===== src/rtl/mc_pkg.sv =====
// Shared encodings for the multi-cycle control path: opcodes, ALU ops, FSM states and mux selects.
package mc_pkg;

  localparam logic [2:0] OP_NOP   = 3'b000;
  localparam logic [2:0] OP_LOAD  = 3'b001;
  localparam logic [2:0] OP_STORE = 3'b010;
  localparam logic [2:0] OP_ADD   = 3'b011;
  localparam logic [2:0] OP_SUB   = 3'b100;
  localparam logic [2:0] OP_AND   = 3'b101;
  localparam logic [2:0] OP_JUMP  = 3'b110;
  localparam logic [2:0] OP_HALT  = 3'b111;

  localparam logic [1:0] ALU_ADD = 2'b00;
  localparam logic [1:0] ALU_SUB = 2'b01;
  localparam logic [1:0] ALU_AND = 2'b10;

  localparam logic ADDR_SEL_PC   = 1'b0;
  localparam logic ADDR_SEL_IR   = 1'b1;
  localparam logic PC_SEL_INC    = 1'b0;
  localparam logic PC_SEL_ADDR   = 1'b1;
  localparam logic WSEL_ALU      = 1'b0;
  localparam logic WSEL_MEM      = 1'b1;

  typedef enum logic [2:0] {
    S_IDLE   = 3'd0,
    S_FETCH  = 3'd1,
    S_DECODE = 3'd2,
    S_EXEC   = 3'd3,
    S_MEM    = 3'd4,
    S_WB     = 3'd5,
    S_HALT   = 3'd6
  } state_e;

  // Non-ALU opcodes map to ADD so the ALU sees a benign operation.
  function automatic logic [1:0] alu_op_of(input logic [2:0] op);
    case (op)
      OP_SUB:  return ALU_SUB;
      OP_AND:  return ALU_AND;
      default: return ALU_ADD;
    endcase
  endfunction

endpackage


===== src/rtl/mc_control_fsm_if.sv =====
// Memory request/ready handshake between the control FSM and the memory port.
interface mc_control_fsm_if;
  logic mem_req;
  logic mem_we;
  logic mem_addr_sel;
  logic mem_ready;

  modport master (
    output mem_req,
    output mem_we,
    output mem_addr_sel,
    input  mem_ready
  );

  modport slave (
    input  mem_req,
    input  mem_we,
    input  mem_addr_sel,
    output mem_ready
  );
endinterface


===== src/rtl/mc_wait_timer.sv =====
// Counts consecutive memory wait cycles; flags when the count has reached MEM_TIMEOUT.
module mc_wait_timer #(
  parameter int unsigned TMO_W       = 8,
  parameter int unsigned MEM_TIMEOUT = 255
) (
  input  logic clk,
  input  logic rst_n,
  input  logic wait_en,
  output logic expired
);

  localparam logic [TMO_W-1:0] Limit = TMO_W'(MEM_TIMEOUT);

  logic [TMO_W-1:0] cnt_q, cnt_d;

  // Any non-waiting cycle clears the count, so each new request starts from zero.
  always_comb begin
    cnt_d = '0;
    if (wait_en) begin
      cnt_d = (cnt_q == Limit) ? cnt_q : cnt_q + TMO_W'(1);
    end
  end

  always_ff @(posedge clk or negedge rst_n) begin
    if (!rst_n) begin
      cnt_q <= '0;
    end else begin
      cnt_q <= cnt_d;
    end
  end

  assign expired = (cnt_q == Limit);

endmodule


===== src/rtl/mc_control_fsm.sv =====
// Multi-cycle control FSM: fetch/decode/execute/memory/writeback sequencing with memory timeout.
module mc_control_fsm
  import mc_pkg::*;
#(
  parameter int unsigned COUNT_W     = 16,
  parameter int unsigned TMO_W       = 8,
  parameter int unsigned MEM_TIMEOUT = 255
) (
  input  logic               clk,
  input  logic               rst_n,
  input  logic               start,
  input  logic [2:0]         opcode,
  mc_control_fsm_if.master   mem,
  output logic               ir_load,
  output logic               pc_en,
  output logic               pc_sel,
  output logic               rf_we,
  output logic               rf_wsel,
  output logic [1:0]         alu_op,
  output logic               retired,
  output logic [COUNT_W-1:0] instr_count,
  output logic               halted,
  output logic               mem_err
);

  state_e             state_q, state_d;
  logic [2:0]         opcode_q, opcode_d;
  logic [COUNT_W-1:0] count_q;
  logic               err_q, err_set;
  logic               req, we, addr_sel;
  logic               tmo_expired;

  mc_wait_timer #(
    .TMO_W       (TMO_W),
    .MEM_TIMEOUT (MEM_TIMEOUT)
  ) u_wait_timer (
    .clk     (clk),
    .rst_n   (rst_n),
    .wait_en (req && !mem.mem_ready),
    .expired (tmo_expired)
  );

  always_comb begin
    state_d  = state_q;
    opcode_d = opcode_q;
    req      = 1'b0;
    we       = 1'b0;
    addr_sel = ADDR_SEL_PC;
    ir_load  = 1'b0;
    pc_en    = 1'b0;
    pc_sel   = PC_SEL_INC;
    rf_we    = 1'b0;
    rf_wsel  = WSEL_ALU;
    alu_op   = ALU_ADD;
    retired  = 1'b0;
    halted   = 1'b0;
    err_set  = 1'b0;

    case (state_q)
      S_IDLE: begin
        if (start) state_d = S_FETCH;
      end
      S_FETCH: begin
        req      = 1'b1;
        addr_sel = ADDR_SEL_PC;
        if (mem.mem_ready) begin
          ir_load = 1'b1;
          pc_en   = 1'b1;
          pc_sel  = PC_SEL_INC;
          state_d = S_DECODE;
        end else if (tmo_expired) begin
          err_set = 1'b1;
          state_d = S_HALT;
        end
      end
      // Routing here follows the live opcode; later states rely on opcode_q.
      S_DECODE: begin
        opcode_d = opcode;
        case (opcode)
          OP_NOP: begin
            retired = 1'b1;
            state_d = S_FETCH;
          end
          OP_JUMP: begin
            pc_en   = 1'b1;
            pc_sel  = PC_SEL_ADDR;
            retired = 1'b1;
            state_d = S_FETCH;
          end
          OP_HALT: begin
            retired = 1'b1;
            state_d = S_HALT;
          end
          OP_LOAD, OP_STORE: state_d = S_MEM;
          default:           state_d = S_EXEC;
        endcase
      end
      S_EXEC: begin
        alu_op  = alu_op_of(opcode_q);
        state_d = S_WB;
      end
      S_MEM: begin
        req      = 1'b1;
        addr_sel = ADDR_SEL_IR;
        we       = (opcode_q == OP_STORE);
        if (mem.mem_ready) begin
          if (opcode_q == OP_STORE) begin
            retired = 1'b1;
            state_d = S_FETCH;
          end else begin
            state_d = S_WB;
          end
        end else if (tmo_expired) begin
          err_set = 1'b1;
          state_d = S_HALT;
        end
      end
      S_WB: begin
        rf_we   = 1'b1;
        rf_wsel = (opcode_q == OP_LOAD) ? WSEL_MEM : WSEL_ALU;
        alu_op  = alu_op_of(opcode_q);
        retired = 1'b1;
        state_d = S_FETCH;
      end
      S_HALT: begin
        halted = 1'b1;
      end
      default: begin
        state_d = S_IDLE;
      end
    endcase
  end

  always_ff @(posedge clk or negedge rst_n) begin
    if (!rst_n) begin
      state_q  <= S_IDLE;
      opcode_q <= OP_NOP;
      count_q  <= '0;
      err_q    <= 1'b0;
    end else begin
      state_q  <= state_d;
      opcode_q <= opcode_d;
      if (retired) count_q <= count_q + COUNT_W'(1);
      if (err_set) err_q <= 1'b1;
    end
  end

  assign mem.mem_req      = req;
  assign mem.mem_we       = we;
  assign mem.mem_addr_sel = addr_sel;
  assign instr_count      = count_q;
  assign mem_err          = err_q;

endmodule


===== src/flat_wrapper.sv =====
// flat-port wrapper written by rule: the top's interface ports become plain ports
module mc_control_fsm_flat import mc_pkg::*;
#(
  parameter int unsigned COUNT_W     = 16,
  parameter int unsigned TMO_W       = 8,
  parameter int unsigned MEM_TIMEOUT = 255
)
  (clk, rst_n, start, opcode, ir_load, pc_en, pc_sel, rf_we, rf_wsel, alu_op, retired, instr_count, halted, mem_err, mem_mem_req, mem_mem_we, mem_mem_addr_sel, mem_mem_ready);
  mc_control_fsm_if mem_i ();
  input  logic clk;
  input  logic rst_n;
  input  logic start;
  input  logic [2:0] opcode;
  output logic ir_load;
  output logic pc_en;
  output logic pc_sel;
  output logic rf_we;
  output logic rf_wsel;
  output logic [1:0] alu_op;
  output logic retired;
  output logic [COUNT_W-1:0] instr_count;
  output logic halted;
  output logic mem_err;
  output wire logic [$bits(mem_i.mem_req)-1:0] mem_mem_req;
  output wire logic [$bits(mem_i.mem_we)-1:0] mem_mem_we;
  output wire logic [$bits(mem_i.mem_addr_sel)-1:0] mem_mem_addr_sel;
  input wire logic [$bits(mem_i.mem_ready)-1:0] mem_mem_ready;
  assign mem_mem_req = mem_i.mem_req;
  assign mem_mem_we = mem_i.mem_we;
  assign mem_mem_addr_sel = mem_i.mem_addr_sel;
  assign mem_i.mem_ready = mem_mem_ready;
  mc_control_fsm #(.COUNT_W(COUNT_W), .TMO_W(TMO_W), .MEM_TIMEOUT(MEM_TIMEOUT)) u_core (.clk(clk), .rst_n(rst_n), .start(start), .opcode(opcode), .mem(mem_i), .ir_load(ir_load), .pc_en(pc_en), .pc_sel(pc_sel), .rf_we(rf_we), .rf_wsel(rf_wsel), .alu_op(alu_op), .retired(retired), .instr_count(instr_count), .halted(halted), .mem_err(mem_err));
endmodule

===== config.mk =====
export PLATFORM = sky130hd
export DESIGN_NAME = mc_control_fsm_flat
export DESIGN_NICKNAME = d
export VERILOG_FILES = /design/src/rtl/mc_pkg.sv /design/src/rtl/mc_control_fsm_if.sv /design/src/rtl/mc_wait_timer.sv /design/src/rtl/mc_control_fsm.sv /design/src/flat_wrapper.sv
export SDC_FILE = /design/constraint.sdc
export NUM_CORES = 1
export LEC_CHECK = 0
export CAP_MARGIN = 20
export CORE_UTILIZATION = 31
export CTS_CLUSTER_DIAMETER = 120
export DETAILED_ROUTE_END_ITERATION = 10
export PLACE_DENSITY = 0.49
export SLEW_MARGIN = 10
export SYNTH_ARGS = -nofsm -noshare
export SYNTH_HDL_FRONTEND = slang
export SYNTH_SLANG_ARGS = --single-unit

===== constraint.sdc =====
create_clock -name clk -period 3.35 [get_ports clk]
set_input_delay 0.67 -clock clk [delete_from_list [all_inputs] [get_ports clk]]
set_output_delay 0.67 -clock clk [all_outputs]
set_load 0.01 [all_outputs]

Yosys cells after proc, flatten, opt, wreduce, memory -nomap -nowiden. Index checks and enable logic that the tools add are counted. Widths: inputs -> output; s select.

$add $sub $neg: 2. Magnitude comparators: 0. Multiplexer cells: 30. Bitwise operators: 1. Shift operators: 0. Reductions and logical operators: 10. Div/mod/pow operators: 0. Equality and inequality tests: 17. Multipliers: 0.

Operators with widths (number): $eq 3x3->1 const B (7); $pmux 3 s7 (1); $mux 1 (17); $add 16x1->16 const B (1); $mux 8 (2); $mux 3 (5); $eq 3x2->1 const B (4); $eq 3x1->1 const B (3); $pmux 3 s3 (1); $add 8x1->8 const B (1); $eq 8x8->1 const B (1); $reduce_or 2->1 (4); $logic_not 3->1 (2); $ne 2x2->1 const B (2); $pmux 2 s2 (1); $pmux 1 s3 (1); $reduce_or 3->1 (1); $mux 2 (1); $pmux 1 s2 (1); $reduce_and 2->1 (1); $logic_and 1x1->1 (1); $logic_not 1->1 (1); $not 1->1 (1).

Output and inout port bits: 29. Input bits: 7. Bits in latches: 0. Word-level logic and storage cells: 65. Memories: 0. RAM bits: 0. Flip-flop bits (word level): 31. Bits in read-only memories: 0.

Logic depth before layout (Yosys ltp). Gate-level depths: netlist of run 1.

Word-level depth: 5. Mapped depth: 6.

Hierarchy. A second synthesis of run 1 with hierarchy kept.

Cell total of the unflattened synthesis: 182. Area total of the unflattened synthesis: 1824.2 um^2.

By module, submodules not included: mc_control_fsm (cells an instance 137, times used 1, area an instance 1385.1 um^2, sequential area each 575.6 um^2); mc_wait_timer (cells an instance 45, times used 1, area an instance 439.2 um^2, sequential area each 200.2 um^2).

Worst setup path before layout of run 1. Ideal clock, no wire load.

Path kind: register to output. Start: reg u_core.state_q[0]. End: out pc_en. Setup slack: 1.113 ns. Required time: 2.680 ns. Path buffers: 1. Cell stages (with the launch flop): 5. Data arrival time: 1.567 ns. Path through: dfrtp_1 -> buf_2 -> or3b_2 -> nor3b_1 -> or2_2.

Cells in the longest elaborated chain, start to end: 2. Elaborated cells on any way between the ends: 3.

RTL lines: from (decl) (line mc_control_fsm.sv:26) `state_e state_q, state_d;`; from (signal assigned) (line mc_control_fsm.sv:141) `state_q <= state_d;`; $eq 3x2->1 or $eq 3x1->1 (tied branches) (line mc_control_fsm.sv:59) `case (state_q)`; $pmux 1 s2 (*) (line mc_control_fsm.sv:59); to (decl) (line flat_wrapper.sv:15) `output logic pc_en;`.

Mark *: on every way between the ends. The rest lies on a longest branch, timed or not.

Worst setup path in the final report of run 1.
Start: in opcode[1]. End: out pc_en.

Cells in the longest elaborated chain, start to end: 3.

RTL lines: from (decl) (line flat_wrapper.sv:13) `input logic [2:0] opcode;`; $eq 3x3->1 (line mc_control_fsm.sv:79) `case (opcode)`; $mux 1 (line mc_control_fsm.sv:79); $pmux 1 s2 (line mc_control_fsm.sv:59).

No other way between the ends.

==> qor.txt, run 1 <==
Clk Latency, worst-skew pair: 0.28 ns
Routed wire per std cell: 13.93 µm
RR Endpoint: u_core.state_q[0]$_DFFE_PN0P_
Num CTS Buffers: 5
Final HPWL DP: 2846 µm
async set or reset register ratio after synthesis: 1.000
setup violators final: 0
vias in the first global route: 1440
clk buf depth: 2
total wire length: 3997 µm
Root Buffer: clkbuf_8
area grow syn2layout: 31.57%
syn_area_per_cell: 9.548 µm²
status: complete, no violations
Final Net Count: 227
critical path class: input pin to output port
Worst Setup End Kind: output port
worst r2r src: u_core.u_wait_timer.cnt_q[0]$_DFFE_PN0P_
Final min period: 3.068 ns
H-tree depth: 2
reg2reg setup slack: 1.40 ns
# hold bufs at CTS: 0
initial antenna violation count: 0
unrepaired setup endpoints after global routing: false
Hold EP: u_core.mem_err$_DFFE_PN0P_
synthesized area: 1680 µm²
Worst setup SP type: input pin
GRT overflow: 0
Synth cell types: 45
Final Slew Violations: 0
Worst-Margin Slew: 0.8601 ns
core area: 5172 µm²
Initial Util: 0.3249
Hold Path Origin: u_core.mem_err$_DFFE_PN0P_
Port Buffers: 35
ys flop type: dfrtp_1
CTS resizes: 0
Yosys top cell by area: dfrtp_1
CTS sink count: 31
Setup Skew: 0.003267 ns
Mapped Nets: 185
Die Ht: 75.63 µm
via count: 1457
Syn. warnings: 0
# IOs: 36
Hold WC Path Type: flip-flop to flip-flop
vias per cell: 5.077
drc violations: 0
Die ar.: 5719 µm²
Total Power: 0.001405 W
Yosys top cell area share: 0.4617
PwrDens: 635.7 nW/µm²
largest net degree at the start of global routing: 32
first-pass GRT wire length: 6886 µm
Synth Instances: 176
worst reg2reg path depth: 5
WHS Path Cells: 1
CP required: 2.68 ns
Worst-path clk slew: 0.06 ns
Final ANT Viol Nets: 0
largest cells by area after synthesis: dfrtp_1, xor2_1, nand2_1
Antenna diodes: 0
Total Routing Usage GR: 0.1634
max-cap viol count: 0
Peak VDD IR: 0.0003901 V
die width: 75.63 µm
final cycle utilization of the critical path: 0.9159
CTS tree: yes
TritonRoute pass-1 iters: 4
Seq/Total Area, Yosys: 0.4617
final hold vios: 0
Rows: 26
GP Congestion: 0.7680
post-CTS setup buffer count: 0
Lkg Pwr: 0.9783 nW
First DRT Iteration DRCs: 93
CP max FO: 7
synthesized flop and latch total: 31
Data arrival, critical path: 2.40 ns
EDFF count, synth: 0
Setup TNS: 0 ns
share of cells above drive strength 1: 0.06912
max_slew headroom: 0.4222
Max Clk Rate: 325.9 MHz
power by group:
group | switching [W] | internal (W)
Sequential | 0.0000790 | 0.000449
Combinational | 0.000309 | 0.000302
Clock | 0.000129 | 0.000138
cells in the mapped netlist, types with 2 or more instances:
master / instances
a21oi_1: 8
o21ai_0: 6
clkbuf_1: 3
and3_1: 5
buf_2: 2
xnor2_1: 5
nor2b_1: 2
a21boi_0: 2
or3_1: 4
o211ai_1: 4
o2111ai_1: 2
dfrtp_1: 31
nor2_1: 12
nand3_1: 8
and4_1: 2
xor2_1: 15
nor3_1: 7
ha_1: 2
nand2_1: 21
nand4_1: 3
and2_1: 2
inv_1: 3
a211oi_1: 4
nor3b_1: 2
worst max-delay path by stage:
stage	from	to	slack (ns)
2_1_floorplan	u_core.state_q[0]$_DFFE_PN0P_	pc_en	1.11
3_3_place_gp	opcode[1]	pc_en	0.31
3_5_place_dp	opcode[1]	pc_en	0.27
4_1_cts	opcode[1]	pc_en	0.27
5_1_grt	opcode[1]	pc_en	0.14
6_report	opcode[1]	pc_en	0.28
critical path, stage by stage:
cell and delay (ns):
clkdlybuf4s50_1 0.60, and2_1 0.22, nor3b_1 0.24, or2_2 0.15, clkdlybuf4s50_1 0.52
cells by family after synthesis:
kind of cell | count (synthesis) | synth area share
simple gates | 77 | 0.2420
compound gates | 35 | 0.1430
flops | 31 | 0.4617
xor+xnor | 20 | 0.1042
buf+inv | 9 | 0.02159
mux | 2 | 0.01266
fa+ha+maj | 2 | 0.01489
layer usage:
layer	share of wire	GRT usage
met5	0	0
met4	0.0095	0.05144
met3	0.043	0.05291
met2	0.47	0.2540
met1	0.47	0.2167
through the flow:
step / hold slack, ns / cell area [µm²] / utilization / worst slack [ns] / cells
floorplan: 0.3744 / 1680 / - / 1.113 / 176
global placement: 0.4432 / 2138 / 0.4134 / 0.3076 / 281
detailed placement: 0.4551 / 2138 / 0.4134 / 0.2730 / 281
CTS: 0.4733 / 2211 / 0.4274 / 0.2677 / 287
global route: 0.4827 / 2211 / 0.4274 / 0.1436 / 287
finish: 0.4630 / 2211 / 0.4274 / 0.2817 / 287
layout by cell type, fill, tap and decap left out, types with 2 or more instances in the layout:
cell             netlist  layout
o21ai_0                6       6
clkbuf_8               0       5
nand3_1                8       8
xnor2_1                5       5
and2_1                 2       2
o2111ai_1              2       2
a211oi_1               4       4
nor2b_1                2       2
inv_1                  3       3
ha_1                   2       2
a21oi_1                8       8
o211ai_1               4       4
nor3b_1                2       2
nand4_1                3       3
xor2_1                15      15
nor2_1                12      12
or3_1                  4       4
and3_1                 5       5
and4_1                 2       2
buf_4                  0       6
nand2_1               21      21
nor3_1                 7       7
a21boi_0               2       2
dfrtp_1               31      31
clkdlybuf4s50_1        0      35
area by class of cell:
cell class                 count  area (µm²)
tap                           70       87.58
clock buffer                   6       72.57
fill                         533        2962
sequential                    31       775.7
multi-input combinational    136       868.3
inverter                       3       11.26
timing repair buffer          41       395.4
registers in the layout (all words and copies together) (netlist names):
signal	flops
u_core.u_wait_timer.cnt_q	8
u_core.opcode_q	3
u_core.mem_err	1
u_core.instr_count	16
u_core.state_q	3
Note: power is estimated with default switching activity, not from simulation.
==> run 2, diff against run 1 <==
--- a/config.mk
+++ b/config.mk
@@ -5,11 +5,13 @@
 export SDC_FILE = /design/constraint.sdc
 export NUM_CORES = 1
 export LEC_CHECK = 0
+export ABC_AREA = 1
 export CAP_MARGIN = 20
+export CORE_MARGIN = 5
 export CORE_UTILIZATION = 31
 export CTS_CLUSTER_DIAMETER = 120
 export DETAILED_ROUTE_END_ITERATION = 10
-export PLACE_DENSITY = 0.49
+export PLACE_DENSITY = 0.5
 export SLEW_MARGIN = 10
 export SYNTH_ARGS = -nofsm -noshare
 export SYNTH_HDL_FRONTEND = slang
==> constraint.sdc (replaced) <==
create_clock -name clk -period 2.49 [get_ports clk]
set_input_delay 0.498 -clock clk [delete_from_list [all_inputs] [get_ports clk]]
set_output_delay 0.498 -clock clk [all_outputs]
set_load 0.01 [all_outputs]
==> run 2 against run 1 <==
  * First-iteration DRC count fell by 20%
  * Via count rose by 30%
  * Critical endpoint unchanged
  * Register-to-register slack got worse by 0.52 ns
  * Non-clock buffer count rose by 5
  * Critical path depth did not move
  * Largest cell class unchanged
  * Clock power rose by 54%
  * Setup slack got worse by 0.20 ns
  * Power fell by 32%
  * Clock skew barely moved
  * Global-route usage fell by 2.7 points
==> qor.txt, run 2 <==
status: complete, no violations
Antenna diodes: 0
crit path cell chain: clkdlybuf4s50_1, nand2_1, nor3_4, or2_2, clkdlybuf4s50_1
Final min period: 2.408 ns
start point of the critical path: opcode[2]
Setup TNS: 0 ns
CP required: 1.99 ns
Synth cell types: 27
Max Clk Rate: 415.2 MHz
Combinational Power Share: 0.042
max-cap viol count: 0
internal power: 0.0007377 W
Worst-Margin Slew: 0.4311 ns
Die Ht: 88.33 µm
first-pass GRT wire length: 8424 µm
Synth Instances: 273
CTS tree: yes
cell with the most instances after synthesis: nand2_1
Flop pwr share: 0.527
Levels on crit path: 5
Num CTS Buffers: 5
Hold WC Path Type: flip-flop to flip-flop
utilization after layout: 0.4218
Root Buffer: clkbuf_8
drc violations: 0
non-filler instance count after layout: 398
clk buf depth: 2
Final ANT Viol Nets: 0
Placement Setup Slack: -0.1114 ns
Yosys top cell by area: dfrtp_1
Lkg Pwr: 1.248 nW
Setup Skew: 0.002917 ns
Data arrival, critical path: 1.91 ns
Final Slew Violations: 0
Crit path buffers/inverters: 2
Cells after DPL: 391
max incr delay on CP: 0.52 ns
clock power share: 0.431
final cycle utilization of the critical path: 0.9673
most frequent cells in the layout: nand2_1, nand3_1, clkdlybuf4s50_1
P_sw: 0.0002176 W
H-tree depth: 2
Clk Latency, worst-skew pair: 0.28 ns
synthesized flop and latch total: 31
CTS sink count: 31
max_slew headroom: 0.7126
Hold EP: u_core.mem_err$_DFFE_PN0P_
TritonRoute pass-1 iters: 4
core area: 5956 µm²
ys flop type: dfrtp_1
initial antenna violation count: 0
# IOs: 36
via count: 1899
worst reg2reg path depth: 7
die width: 88.33 µm
Worst-path clk slew: 0.07 ns
Syn. warnings: 0
Routed wire per std cell: 12.41 µm
EDFF count, synth: 0
async set or reset register ratio after synthesis: 1.000
largest cells by area after synthesis: dfrtp_1, nand2_1, nand3_1
CP max FO: 3
placed instance area: 2405 µm²
PwrDens: 380.2 nW/µm²
syn_area_per_cell: 6.966 µm²
Seq/Total Area, Yosys: 0.4079
setup violators final: 0
Port Buffers: 35
reg2reg setup slack: 0.88 ns
share of cells above drive strength 1: 0.09907
Peak VDD IR: 0.0002284 V
total wire length: 4938 µm
setup ws final: 0.08151 ns
Mapped Nets: 282
highest-delay cell along the critical path: clkdlybuf4s50_1
worst r2r src: u_core.u_wait_timer.cnt_q[1]$_DFFE_PN0P_
vias per cell: 4.771
Worst setup SP type: input pin
area grow syn2layout: 32.11%
Worst path most repeated cell: clkdlybuf4s50_1
final hold vios: 0
First DRT Iteration DRCs: 74
post-route cell area: 2512 µm²
# hold bufs at CTS: 0
Rows: 28
Final Net Count: 332
Final HPWL DP: 3590 µm
GP Congestion: 0.7738
GRT overflow: 0
critical path class: input pin to output port
vias in the first global route: 1831
Hold Path Origin: u_core.mem_err$_DFFE_PN0P_
Die ar.: 7801 µm²
Initial Util: 0.3193
most instantiated cells after synthesis: nand2_1, nand3_1, dfrtp_1
cell family with the largest share of critical-path delay: buffers and inverters
Worst Setup End Kind: output port
WHS Path Cells: 1
largest net degree at the start of global routing: 32
Net Sw Frac: 0.2278
RR Endpoint: u_core.u_wait_timer.cnt_q[0]$_DFFE_PN0P_
Total Routing Usage GR: 0.1365
max reg flops: 16
Yosys top cell area share: 0.4079
commonest non-fill, non-tap cell in the layout: nand2_1
synthesized area: 1902 µm²
==> run 2: cell count changes after synthesis, sizes merged, moves of 5 or more <==
| cell | before | now |
|---|---|---|
| xor2 | 15 | 4 |
| o21ai | 6 | 15 |
| inv | 3 | 29 |
| nand3 | 8 | 35 |
| and3 | 5 | 0 |
| nand2 | 21 | 94 |
| nor2 | 12 | 31 |
==> run 2: layout make-up <==
| type | instances | area, µm² |
|---|---|---|
| clock inverters | 1 | 5.005 |
| flip-flops and latches | 31 | 775.7 |
| repair buffers | 46 | 436.7 |
| multi-input cells | 210 | 1010 |
| inverters | 29 | 108.9 |
| fillers | 620 | 3443 |
| well taps | 75 | 93.84 |
| clock buffers | 6 | 82.58 |
==> run 2: worst max-delay path by stage <==
| stage | slack, ns | endpoint |
|---|---|---|
| floorplan | 0.80 | retired |
| global placement | -0.07 | retired |
| detailed placement | -0.11 | retired |
| CTS | 0.03 | pc_en |
| global route | -0.008 | pc_en |
| finish | 0.08 | pc_en |
==> run 2: power groups by stage <==
stage / registers, W / logic [W] / clock network [W]
final: 0.000503 / 0.0000403 / 0.000412
after global routing: 0.000503 / 0.0000460 / 0.000446
after CTS: 0.000503 / 0.0000410 / 0.000432
after detailed placement: 0.000513 / 0.0000404 / 0
after global placement: 0.000513 / 0.0000397 / 0
after floorplan: 0.000513 / 0.00000627 / 0
==> run 2: timing repair <==
action / CTS / global route
pin swaps: 0 / 1
setup buffers: 0 / 0
setup endpoints to repair: 2 / 3
hold endpoints to repair: 0 / 0
resized for setup: 3 / 4
==> run 2: worst register-to-register path: stages (launching register included) <==
cell	delay (ns)
dfrtp_1	0.37
ha_1	0.21
nand2_1	0.08
nor2_1	0.16
nand2_1	0.23
nor2_1	0.25
inv_1	0.11
o21ai_1	0.13
==> run 2: logic make-up (layout without fill, tap and decap cells) <==
group	after synthesis	count (layout)	synth area share
flops	31	31	0.4079
fa+ha+maj	2	2	0.01316
compound gates	21	21	0.05724
buf+inv	32	82	0.06974
xor+xnor	8	8	0.03684
simple gates	179	179	0.4151
==> run 2: metal layers <==
metal  wire length (µm)  global-route usage  vias to the layer above
met3                208             0.02142                        2
met2               2330              0.2250                       41
met1               2373              0.1809                      874
li1                   -                   -                      982
met5                  0                   0                        -
met4                 26             0.04945                        0
==> run 2: stage by stage <==
| step | hold slack, ns | power, W |
|---|---|---|
| final | 0.4720 | 0.0009553 |
| after global routing | 0.5122 | 0.0009951 |
| after CTS | 0.4871 | 0.0009760 |
| after detailed placement | 0.4704 | 0.0005533 |
| after global placement | 0.4490 | 0.0005527 |
| after floorplan | 0.2024 | 0.0005194 |
==> run 3, diff against run 2 <==
--- a/config.mk
+++ b/config.mk
@@ -7,7 +7,6 @@
 export LEC_CHECK = 0
 export ABC_AREA = 1
 export CAP_MARGIN = 20
-export CORE_MARGIN = 5
 export CORE_UTILIZATION = 31
 export CTS_CLUSTER_DIAMETER = 120
 export DETAILED_ROUTE_END_ITERATION = 10
==> run 3 against run 2 <==
  * Setup slack worse by 0.0053 ns
  * The flow now finishes with violations (design-rule violations)
  * First-iteration DRC count is 45% higher
  * Non-clock buffer count is 1 higher
  * Clock-buffer cell count unchanged
  * Clock skew up 0.0027 ns
  * Core utilization up 0.31 points
  * Via count rose by 0.11%
  * Sequential share of layout area about the same
  * Power rose by 0.59%
  * Largest cell class unchanged
  * Critical endpoint unchanged
  * Maximum frequency is 0.22% lower
==> qor.txt, run 3 (synthesized netlist as in run 2, its figures left out) <==
status: complete, but fails checks
failing checks: design-rule violations
total wire length: 4724 µm
Worst-path clk slew: 0.07 ns
crit path to: pc_en
Worst-Margin Slew: 0.4300 ns
crit path cell chain: clkdlybuf4s50_1, nand2_1, nor3_4, or2_2, clkdlybuf4s50_1
RR Endpoint: u_core.u_wait_timer.cnt_q[0]$_DFFE_PN0P_
GRT overflow: 0
clk buf depth: 2
most frequent cells in the layout: nand2_1, nand3_1, clkdlybuf4s50_1
vias per cell: 4.764
Worst path most repeated cell: clkdlybuf4s50_1
first-pass GRT wire length: 8245 µm
die width: 80.33 µm
Rows: 28
final worst hold slack: 0.4812 ns
max incr delay on CP: 0.52 ns
Final Net Count: 333
unrepaired setup endpoints after global routing: true
worst reg2reg path depth: 7
setup ws final: 0.07618 ns
PwrDens: 381.9 nW/µm²
post-CTS setup buffer count: 0
Final Slew Violations: 0
Antenna diodes: 0
core area: 5921 µm²
share of cells above drive strength 1: 0.1019
Routed wire per std cell: 11.84 µm
highest-delay cell along the critical path: clkdlybuf4s50_1
CTS tree: yes
H-tree depth: 2
Clk Latency, worst-skew pair: 0.29 ns
Placement Setup Slack: -0.07783 ns
max-cap viol count: 0
# hold bufs at CTS: 0
Data arrival, critical path: 1.92 ns
Peak VDD IR: 0.0002264 V
CP required: 1.99 ns
Worst setup SP type: input pin
max_slew headroom: 0.7133
setup violators final: 0
Final min period: 2.414 ns
First DRT Iteration DRCs: 107
initial antenna violation count: 0
drc violations: 1
Final HPWL DP: 3451 µm
Lkg Pwr: 1.246 nW
GP Congestion: 0.8074
reg2reg setup slack: 0.87 ns
Max Clk Rate: 414.3 MHz
critical path class: input pin to output port
max reg flops: 16
commonest non-fill, non-tap cell in the layout: nand2_1
Die Ht: 80.33 µm
via count: 1901
Num CTS Buffers: 5
worst r2r src: u_core.u_wait_timer.cnt_q[1]$_DFFE_PN0P_
Total Routing Usage GR: 0.1670
vias in the first global route: 1839
area grow syn2layout: 32.30%
Setup Skew: 0.005624 ns
Setup TNS: 0 ns
Initial Util: 0.3212
Worst Setup End Kind: output port
Hold WC Path Type: flip-flop to flip-flop
final hold vios: 0
largest net degree at the start of global routing: 32
Die ar.: 6452 µm²
start point of the critical path: opcode[2]
TritonRoute pass-1 iters: 7
# IOs: 36
Final ANT Viol Nets: 0
Root Buffer: clkbuf_8
CTS sink count: 31
CP max FO: 4
final cycle utilization of the critical path: 0.9694
Port Buffers: 35
==> run 3: area by class of cell <==
type                       instances  area, µm²
tap                               75      93.84
clock buffer                       6      82.58
multi-input combinational        210       1005
inverter                          29      108.9
timing repair buffer              47      445.4
sequential                        31      775.7
fill                             620       3405
clock inverter                     1      5.005
==> run 3: worst min-delay path by stage <==
stage                                     from                                 to  cells past startpoint
floorplan                                rst_n  u_core.instr_count[0]$_DFFE_PN0P_                      0
global placement    u_core.mem_err$_DFFE_PN0P_         u_core.mem_err$_DFFE_PN0P_                      1
detailed placement  u_core.mem_err$_DFFE_PN0P_         u_core.mem_err$_DFFE_PN0P_                      1
CTS                 u_core.mem_err$_DFFE_PN0P_         u_core.mem_err$_DFFE_PN0P_                      1
global route        u_core.mem_err$_DFFE_PN0P_         u_core.mem_err$_DFFE_PN0P_                      1
finish              u_core.mem_err$_DFFE_PN0P_         u_core.mem_err$_DFFE_PN0P_                      1
==> run 3: what timing repair did <==
item / CTS / global route
setup endpoints to repair: 2 / 5
gates cloned: 0 / 0
gates resized for setup: 0 / 5
endpoints found under the hold margin: 0 / 0
pin swaps: 0 / 1
==> run 3: worst max-delay path, delay by kind of cell <==
family                 cells  cell delay, ns
buffers and inverters      2            1.03
AND/OR/NAND/NOR            3            0.39
==> run 3: per-layer routing <==
layer  routed length [µm]  share of wire  global-route usage
met1                 2439           0.52              0.2270
met2                 2060           0.44              0.2607
met3                  135          0.029             0.03068
met4                   89          0.019             0.06429
met5                    0              0                   0
==> run 3: per-stage QoR <==
stage | instance area [µm²] | utilization | std cells | power (W)
detailed placement | 2412 | 0.4074 | 392 | 0.0005539
CTS | 2500 | 0.4222 | 399 | 0.0009721
global route | 2516 | 0.4250 | 399 | 0.0009997
global placement | 2412 | 0.4074 | 392 | 0.0005541
floorplan | 1902 | - | 273 | 0.0005194
finish | 2516 | 0.4250 | 399 | 0.0009609
==> run 3: where the power goes <==
part | internal, W | switching, W
Combinational | 0.0000183 | 0.0000224
Clock | 0.000217 | 0.000200
Sequential | 0.000503 | 0
Total | 0.000739 | 0.000222
